**src/rtl/ising_pkg.sv**
```systemverilog
// Shared types and constants for the oscillator-array run controller.
package ising_pkg;

    typedef enum logic [2:0] {
        StIdle,
        StReset,
        StRun,
        StSample,
        StDone
    } run_state_e;

    localparam int unsigned START_BIT = 0;
    localparam int unsigned ABORT_BIT = 1;

    localparam logic [31:0] DEFAULT_RUN_TIME = 32'd1024;

    // Bits needed to hold values 0..value-1; never less than 1.
    function automatic int unsigned clog2(input int unsigned value);
        int unsigned width;
        width = 1;
        while ((64'd1 << width) < 64'(value)) begin
            width++;
        end
        return width;
    endfunction

endpackage

```
**src/rtl/spin_sync.sv**
```systemverilog
// N-bit two-flop synchronizer for the free-running oscillator outputs.
module spin_sync #(
    parameter int unsigned N = 8
) (
    input  logic         clk_i,
    input  logic         rst_ni,
    input  logic [N-1:0] d_i,
    output logic [N-1:0] q_o
);

    logic [N-1:0] meta_q;
    logic [N-1:0] sync_q;

    always_ff @(posedge clk_i) begin
        if (!rst_ni) begin
            meta_q <= '0;
            sync_q <= '0;
        end else begin
            meta_q <= d_i;
            sync_q <= meta_q;
        end
    end

    assign q_o = sync_q;

endmodule

```
**src/rtl/anneal_run_ctrl.sv**
```systemverilog
// Sequences one annealing run: hold oscillators in reset, let them run, then
// majority-vote each spin's phase against spin 0 over several samples.
module anneal_run_ctrl
    import ising_pkg::*;
#(
    parameter int unsigned N           = 8,
    parameter int unsigned RST_CYCLES  = 16,
    parameter int unsigned NUM_SAMPLES = 7,
    parameter int unsigned SAMPLE_GAP  = 3,
    parameter logic [31:0] CTRL_ADDR   = 32'h0000_0000,
    parameter logic [31:0] TIME_ADDR   = 32'h0000_0004
) (
    input  logic         clk,
    input  logic         axi_rstn,
    input  logic         wready,
    input  logic [31:0]  wr_addr,
    input  logic [31:0]  wdata,
    input  logic [N-1:0] spin_in,
    output logic         osc_rstn,
    output logic         busy,
    output logic         done,
    output logic [N-1:0] result,
    output logic [31:0]  cycles_run
);

    localparam int unsigned SW = clog2(NUM_SAMPLES + 1);
    localparam int unsigned GW = clog2(SAMPLE_GAP);
    localparam int unsigned RW = clog2(RST_CYCLES);

    localparam logic [SW-1:0] NumSamplesL = SW'(NUM_SAMPLES);
    localparam logic [SW-1:0] HalfL       = SW'(NUM_SAMPLES / 2);
    localparam logic [GW-1:0] GapLast     = GW'(SAMPLE_GAP - 1);
    localparam logic [RW-1:0] RstLast     = RW'(RST_CYCLES - 1);

    run_state_e            state_q, state_d;
    logic [31:0]           run_time_q, run_time_d;
    logic [31:0]           cycles_run_q, cycles_run_d;
    logic [RW-1:0]         rst_cnt_q, rst_cnt_d;
    logic [GW-1:0]         gap_cnt_q, gap_cnt_d;
    logic [SW-1:0]         samp_cnt_q, samp_cnt_d;
    logic [N-1:0][SW-1:0]  agree_q, agree_d;
    logic                  osc_rstn_q, osc_rstn_d;
    logic                  busy_q, busy_d;
    logic                  done_q, done_d;
    logic [N-1:0]          result_q, result_d;

    logic [N-1:0] spin_s;
    logic         ctrl_wr;
    logic         start_req;
    logic         abort_req;
    logic         time_wr;
    logic [31:0]  run_time_eff;

    spin_sync #(
        .N (N)
    ) u_spin_sync (
        .clk_i  (clk),
        .rst_ni (axi_rstn),
        .d_i    (spin_in),
        .q_o    (spin_s)
    );

    assign ctrl_wr      = wready && (wr_addr == CTRL_ADDR);
    assign abort_req    = ctrl_wr && wdata[ABORT_BIT];
    assign start_req    = ctrl_wr && wdata[START_BIT] && !wdata[ABORT_BIT];
    assign time_wr      = wready && (wr_addr == TIME_ADDR) && !busy_q;
    assign run_time_eff = (run_time_q == 32'd0) ? 32'd1 : run_time_q;

    always_comb begin
        state_d      = state_q;
        run_time_d   = time_wr ? wdata : run_time_q;
        cycles_run_d = cycles_run_q;
        rst_cnt_d    = rst_cnt_q;
        gap_cnt_d    = gap_cnt_q;
        samp_cnt_d   = samp_cnt_q;
        agree_d      = agree_q;
        busy_d       = busy_q;
        done_d       = done_q;
        result_d     = result_q;

        unique case (state_q)
            StIdle: begin
                if (start_req) begin
                    state_d      = StReset;
                    busy_d       = 1'b1;
                    done_d       = 1'b0;
                    result_d     = '0;
                    cycles_run_d = '0;
                    agree_d      = '0;
                    rst_cnt_d    = '0;
                end
            end
            StReset: begin
                if (rst_cnt_q == RstLast) begin
                    state_d = StRun;
                end else begin
                    rst_cnt_d = rst_cnt_q + RW'(1);
                end
            end
            StRun: begin
                cycles_run_d = cycles_run_q + 32'd1;
                if (cycles_run_d >= run_time_eff) begin
                    state_d    = StSample;
                    gap_cnt_d  = '0;
                    samp_cnt_d = '0;
                end
            end
            StSample: begin
                // One idle cycle after the final sample before results are voted.
                if (samp_cnt_q == NumSamplesL) begin
                    state_d = StDone;
                end else if (gap_cnt_q == '0) begin
                    samp_cnt_d = samp_cnt_q + SW'(1);
                    gap_cnt_d  = GapLast;
                    for (int i = 0; i < N; i++) begin
                        if ((spin_s[i] == spin_s[0]) && (agree_q[i] != NumSamplesL)) begin
                            agree_d[i] = agree_q[i] + SW'(1);
                        end
                    end
                end else begin
                    gap_cnt_d = gap_cnt_q - GW'(1);
                end
            end
            StDone: begin
                for (int i = 0; i < N; i++) begin
                    result_d[i] = (agree_q[i] > HalfL);
                end
                done_d  = 1'b1;
                busy_d  = 1'b0;
                state_d = StIdle;
            end
            default: begin
                state_d = StIdle;
            end
        endcase

        // Abort discards the run but leaves cycles_run as evidence of how far it got.
        if (abort_req && (state_q inside {StReset, StRun, StSample})) begin
            state_d      = StIdle;
            busy_d       = 1'b0;
            done_d       = 1'b0;
            result_d     = '0;
            cycles_run_d = cycles_run_q;
        end

        osc_rstn_d = (state_d == StRun) || (state_d == StSample);
    end

    always_ff @(posedge clk) begin
        if (!axi_rstn) begin
            state_q      <= StIdle;
            run_time_q   <= DEFAULT_RUN_TIME;
            cycles_run_q <= '0;
            rst_cnt_q    <= '0;
            gap_cnt_q    <= '0;
            samp_cnt_q   <= '0;
            agree_q      <= '0;
            osc_rstn_q   <= 1'b0;
            busy_q       <= 1'b0;
            done_q       <= 1'b0;
            result_q     <= '0;
        end else begin
            state_q      <= state_d;
            run_time_q   <= run_time_d;
            cycles_run_q <= cycles_run_d;
            rst_cnt_q    <= rst_cnt_d;
            gap_cnt_q    <= gap_cnt_d;
            samp_cnt_q   <= samp_cnt_d;
            agree_q      <= agree_d;
            osc_rstn_q   <= osc_rstn_d;
            busy_q       <= busy_d;
            done_q       <= done_d;
            result_q     <= result_d;
        end
    end

    assign osc_rstn   = osc_rstn_q;
    assign busy       = busy_q;
    assign done       = done_q;
    assign result     = result_q;
    assign cycles_run = cycles_run_q;

endmodule

```
**config.mk**
```make
export PLATFORM = sky130hd
export DESIGN_NAME = anneal_run_ctrl
export DESIGN_NICKNAME = d
export VERILOG_FILES = /design/src/rtl/ising_pkg.sv /design/src/rtl/spin_sync.sv /design/src/rtl/anneal_run_ctrl.sv
export SDC_FILE = /design/constraint.sdc
export NUM_CORES = 1
export LEC_CHECK = 0
export CAP_MARGIN = 20
export CELL_PAD_IN_SITES_DETAIL_PLACEMENT = 0
export CELL_PAD_IN_SITES_GLOBAL_PLACEMENT = 2
export CORE_ASPECT_RATIO = 0.75
export CORE_MARGIN = 4
export CORE_UTILIZATION = 34
export CTS_CLUSTER_DIAMETER = 50
export CTS_CLUSTER_SIZE = 16
export DETAILED_ROUTE_END_ITERATION = 10
export PLACE_DENSITY = 0.94
export SYNTH_ARGS = -nofsm -noshare
export SYNTH_HDL_FRONTEND = slang
export SYNTH_SLANG_ARGS = --single-unit
```
**constraint.sdc**
```tcl
create_clock -name clk -period 7.4 [get_ports clk]
set_input_delay 1.48 -clock clk [delete_from_list [all_inputs] [get_ports clk]]
set_output_delay 1.48 -clock clk [all_outputs]
set_load 0.005 [all_outputs]
```
==> results of run 1 <==
final cells by class:
type	instances	share of cell area, %
clock inverter	15	2.66
tap	247	3.56
multi-input combinational	570	43.3
clock buffer	17	4.90
sequential	127	29.3
timing repair buffer	126	14.5
inverter	43	1.86
stage by stage:
stage | area, um2 | util [%] | hold WS (ns) | instances | power, W
after floorplan | 6600 | - | 0.412 | 773 | 0.000720
after global placement | 8000 | 42.6 | 0.417 | 1112 | 0.000767
after detailed placement | 8000 | 42.6 | 0.419 | 1112 | 0.000767
after CTS | 8660 | 46.1 | 0.428 | 1144 | 0.00171
after global routing | 8690 | 46.3 | 0.447 | 1145 | 0.00174
final | 8690 | 46.3 | 0.426 | 1145 | 0.00169
per-layer routing:
metal  global-route usage [%]  vias up
li1                         -     2933
met1                     23.7     2625
met2                     24.1      117
met3                     3.47       16
met4                     4.77        0
met5                        0        -
worst max path at each step:
stage                                 to  cells after the start  slack (ns)           from
final                     cycles_run[20]                      8        3.26     wr_addr[8]
after global routing       samp_cnt_q[2]                     12        2.92  cycles_run[7]
after CTS                 cycles_run[18]                      8        3.08     wr_addr[8]
after detailed placement  cycles_run[20]                      8        2.64     wr_addr[8]
after global placement    cycles_run[22]                      8        2.68     wr_addr[8]
after floorplan            samp_cnt_q[0]                     14        3.87  cycles_run[0]
cell families (layout without fill, tap and decap cells):
family,count (synthesis),after routing,share of synthesized area [%]
XOR/XNOR,40,40,5.31
AO/OA/AOI/OAI,152,152,14.0
multiplexers,26,26,3.94
AND/OR/NAND/NOR,290,290,21.8
flip-flops,127,127,38.5
buffers and inverters,76,201,4.63
adder cells (fa/ha/maj),62,62,11.8
where the power goes:
part           internal [W]  leakage [nW]  switching [W]
registers          0.000688          1.03     0.00000152
logic             0.0000406          2.12      0.0000232
clock network      0.000603         0.315       0.000332
total               0.00133          3.46       0.000357
flip-flops by register name (all words and copies together), names as in the netlist:
| name | flops |
|---|---|
| rst_cnt_q | 4 |
| run_time_q | 32 |
| osc_rstn | 1 |
| u_spin_sync.q_o | 8 |
| u_spin_sync.meta_q | 8 |
| samp_cnt_q | 3 |
| done | 1 |
| agree_q | 24 |
| state_q | 3 |
| cycles_run | 32 |
| result | 8 |
| busy | 1 |
| gap_cnt_q | 2 |
synth_stat cells (15+ instances only):
| master | number | area share, % |
|---|---|---|
| and2_1 | 25 | 2.4 |
| nand2_1 | 93 | 5.3 |
| clkbuf_1 | 27 | 1.5 |
| xnor2_1 | 28 | 3.7 |
| o21ai_1 | 20 | 1.5 |
| nand3_1 | 18 | 1.4 |
| nor3_1 | 19 | 1.4 |
| a22o_1 | 22 | 2.9 |
| ha_1 | 62 | 12 |
| nor4_1 | 15 | 1.4 |
| nor2_1 | 65 | 3.7 |
| inv_1 | 42 | 2.4 |
| dfxtp_1 | 127 | 39 |
| nand4_1 | 16 | 1.5 |
| a21oi_1 | 71 | 5.4 |
| mux2i_1 | 26 | 3.9 |
worst max-delay path, cell delays in order:
cell and delay, ns:
clkdlybuf4s50_1 0.39, nor4_1 0.65, nand4_1 0.47, nor3_1 0.33, nand2b_1 0.59, nor4_2 0.06
buf_4 0.24, a22o_1 0.20
==> impl_metrics.tcl, run 1 <==
set metrics [dict create \
    die-area_um2 21700 \
    num_vias 5691 \
    grt-ovfl-total 0 \
    worst_clock_skew_ns 0.00763 \
    mostFrequentLayoutCell "dfxtp_1" \
    crit_arrival_ns 4.45 \
    dr.pass1.iters 5 \
    r2r_start "cycles_run[0]" \
    hold_path_class "flop to flop" \
    reg2reg_slack_ns 3.35 \
    synthArstFlopShare_pct 0 \
    start_util_pct 35.1 \
    synth_edf_count 0 \
    worstPathRequired_ns 7.71 \
    hold_depth 1 \
    wl_met3_um 837 \
    cts_made_buffers 17 \
    fin_crit_ns 4.14 \
    cts_tree "built" \
    areaGrowthSynthToFinish_pct 31.6 \
    final_cell_mix "127 x dfxtp_1, 117 x clkdlybuf4s50_1, 93 x nand2_1, 71 x a21oi_1, 65 x nor2_1" \
    num_antenna_cells 0 \
    endpoint_kind "flop" \
    p_per_area_nw_per_um2 194 \
    status "completed" \
    viasPerCell 4.97 \
    cts.path.max_buffers 2 \
    cts.sinks 127 \
    first_iter_violations 385 \
    finalMaxSlewViolations 0 \
    ff_latch_area_um2 2540 \
    cts-root-buf "clkbuf_16" \
    ys_seq_elements 127 \
    path_class "input port to flop" \
    std_cell_rows 43 \
    drc 0 \
    fin_tns_setup_ns 0 \
    layout-drive-gt1-share_pct 5.46 \
    fin_crit_sh_pct 55.9 \
    ant_nets 0 \
    fin_nets 1022 \
    ys_seq_area_share_pct 38.5 \
    ys.warnings.count 0 \
    antenna_found_initial 0 \
    synthCells 773 \
    die_h_um 129 \
    place_congestion 0.751 \
    syn_nets 910 \
    highest_layer "met4" \
    rsz0062_at_grt "no" \
    post_cts_resized 0 \
    grt_max_degree 62 \
    wl_met2_um 7220 \
    port_buffers 117 \
    maxCapViolations 0 \
    clock_latency_ns 0.42 \
    core_um2 18800 \
    hold_start "u_spin_sync.meta_q[5]" \
    grt_usage_pct 16.2 \
    grt_pass1_vias 5458 \
    grt_pass1_wl_um 28500 \
    multi_input_area_um2 3760 \
    cts_setup_buffers 0 \
    ir_worst_vdd_mv 0.110 \
    hold_end "u_spin_sync.q_o[5]" \
    worst_r2r_path_depth 13 \
    fin_ws_ns 3.26 \
    cts_hold_buf 0 \
    die_w_um 169 \
    fill_cells 1863 \
    synth_ff_type "dfxtp_1" \
    path_clk_slew_ns 0.06 \
    htree_num_levels 4 \
    wirelength_um 17400 \
    synth.avg_cell_area_um2 8.54 \
    met1_length_um 9100 \
    netlist_area_um2 6600 \
    fmax_mhz 242 \
    dp_hpwl_um 12700 \
    worst_pin_slew_ns 0.804 \
    crit_fanout 22 \
    cp-start-kind "input port" \
    setup_viol 0 \
    slew_headroom_pct 46.1 \
    place_ws_ns 2.64 \
    ioPinCount 118 \
    reg2reg_to "samp_cnt_q[2]" \
    synth.distinct_cells 46 \
    finalHoldViolCount 0 \
    p_leak_nw 3.46 \
    post_drt_wl_per_cell_um 15.2 \
]
Power figures use the tool's default switching activity.
==> run 2, diff against run 1 <==
- CORE_UTILIZATION: 34 -> 28
- PLACE_DENSITY: 0.94 -> 0.83
- clock period: 7.4 -> 3.4 ns (I/O delays scaled with it)
==> run 2 against run 1 <==
Compared with the run above: count of clock-buffer cells in the layout grew 5; cell count grew 7.3%; worst setup slack lost 3.0 ns; flip-flop and latch count is the same; sequential power grew 120%; cell area grew 3.6%; critical endpoint is now state_q[0]; largest power group unchanged.
==> impl_metrics.tcl, run 2 (synthesis gave the netlist of run 1 again) <==
set metrics [dict create \
    status "completed" \
    hold_path_class "flop to flop" \
    layout-drive-gt1-share_pct 10.3 \
    drc 0 \
    place_congestion 0.788 \
    port_buffers 117 \
    die-area_um2 26100 \
    num_vias 5696 \
    die_h_um 141 \
    fin_crit_ns 3.18 \
    final_cell_mix "123 x dfxtp_1, 117 x clkdlybuf4s50_1, 93 x nand2_1, 71 x a21oi_1, 64 x nor2_1" \
    p_total_w 0.00333 \
    crit_fanout 9 \
    first_iter_violations 283 \
    setup_viol 0 \
    worst_pin_slew_ns 0.831 \
    num_antenna_cells 0 \
    fin_crit_sh_pct 93.6 \
    power_frac_seq_pct 45.1 \
    highest_layer "met4" \
    place_ws_ns -0.0676 \
    dr.pass1.iters 4 \
    grt-ovfl-total 0 \
    met1_length_um 9570 \
    power_switching_w 0.000706 \
    whs_ns 0.429 \
    core_um2 23100 \
    cts.sinks 127 \
    ir_worst_vdd_mv 0.340 \
    ant_nets 0 \
    cts.path.max_buffers 2 \
    finalHoldViolCount 0 \
    worst_clock_skew_ns 0.00713 \
    crit_arrival_ns 3.50 \
    worstPathRequired_ns 3.72 \
    grt_max_degree 46 \
    finalMaxSlewViolations 0 \
    antenna_found_initial 0 \
    std_cell_rows 48 \
    maxCapViolations 0 \
    endpoint_kind "flop" \
    areaGrowthSynthToFinish_pct 36.4 \
    mostFrequentLayoutCell "dfxtp_1" \
    p_clk_share_pct 50.8 \
    switching_share_pct 21.2 \
    path_class "flop to flop" \
    grt_usage_pct 14.1 \
    wl_met2_um 7320 \
    die_w_um 185 \
    start_util_pct 28.5 \
    wirelength_um 18200 \
    slowest_stage "a2111o_1" \
    fin_ws_ns 0.217 \
    path_clk_slew_ns 0.06 \
    p_leak_nw 3.62 \
    cts_made_buffers 17 \
    pwr-share-comb_pct 4.1 \
    htree_num_levels 4 \
    cp-start-kind "flop" \
    p_per_area_nw_per_um2 370 \
    fin_nets 1054 \
    fmax_mhz 314 \
    cts-root-buf "clkbuf_16" \
    wl_met3_um 1080 \
    grt_pass1_wl_um 29400 \
    grt_pass1_vias 5608 \
    ioPinCount 118 \
    slowest_delay_ns 0.40 \
    viasPerCell 4.63 \
    worstPathCellList "ha_1 -> and3_1 -> and4_4 -> buf_6 -> nand4_1 -> xnor2_1 -> ha_1 -> nand4_1 -> a2111o_1 -> a31oi_1 -> buf_4 -> a211oi_2 -> buf_4 -> a211oi_1" \
    post_drt_wl_per_cell_um 14.8 \
    power.internal_w 0.00262 \
    slew_headroom_pct 44.2 \
    cts_tree "built" \
    clock_latency_ns 0.41 \
    dp_hpwl_um 13600 \
]
[run 2: changes by cell type in the layout (fill, tap and decap cells not counted), sizes merged]
| cell | before | now |
|---|---|---|
| buf | 9 | 41 |
| bufinv | 5 | 1 |
| clkbuf | 17 | 22 |
| clkinv | 4 | 5 |
| clkinvlp | 2 | 4 |
| inv | 47 | 42 |
[run 2: per-stage QoR]
step,util (%),std cells,TNS [ns],cell area [um2]
6_report,38.9,1229,0,9000
5_1_grt,38.9,1229,-0.0213,9000
4_1_cts,38.4,1226,0,8890
3_5_place_dp,36.0,1195,-0.208,8330
3_3_place_gp,36.0,1195,0,8330
2_1_floorplan,-,773,-0.0563,6610
[run 2: cell type report]
type / count / area [um2]
fill: 2358 / 14100
multi-input combinational: 570 / 3850
sequential: 127 / 2550
timing repair buffer: 158 / 1510
clock buffer: 22 / 464
tap: 300 / 375
inverter: 43 / 161
clock inverter: 9 / 87.6
[run 2: worst max-delay path: cells and delay by family (launching register included)]
family | cells | cell delay [ns]
buf+inv | 3 | 0.50
compound gates | 4 | 0.82
fa+ha+maj | 2 | 0.40
simple gates | 4 | 0.66
flops | 1 | 0.37
xor+xnor | 1 | 0.34
[run 2: power groups by stage]
stage / clock network, W / registers, W / logic, W
finish: 0.00169 / 0.00150 / 0.000138
global route: 0.00180 / 0.00150 / 0.000148
CTS: 0.00174 / 0.00150 / 0.000140
detailed placement: 0 / 0.00153 / 0.000139
global placement: 0 / 0.00153 / 0.000138
floorplan: 0 / 0.00153 / 0.0000366
[run 2: path summary, 6_finish.rpt]
check / start / endpoint / slack, ns / cells past startpoint
hold / removal: u_spin_sync.meta_q[1] / u_spin_sync.q_o[1] / 0.43 / 1
setup reg to reg: cycles_run[0] / state_q[0] / 0.22 / 14
hold reg to reg: u_spin_sync.meta_q[1] / u_spin_sync.q_o[1] / 0.43 / 1
setup / recovery: cycles_run[0] / state_q[0] / 0.22 / 14
[run 2: per-layer routing]
metal / GRT usage, % / vias up
met5: 0 / -
met4: 3.05 / 0
met3: 4.02 / 11
met2: 20.5 / 135
met1: 20.6 / 2559
li1: - / 2991
[run 2: timing repair]
item	4_1_cts	5_1_grt
setup buffers	0	3
endpoints found under the hold margin	0	0
pin swaps	2	6
setup endpoints to repair	6	6
resized for setup	1	24
hold buffers	0	0
==> run 3, diff against run 2 <==
- SLEW_MARGIN: not set -> 20
==> results of run 3 <==
The final DEF is identical to that of run 2; final timing and power are the same.
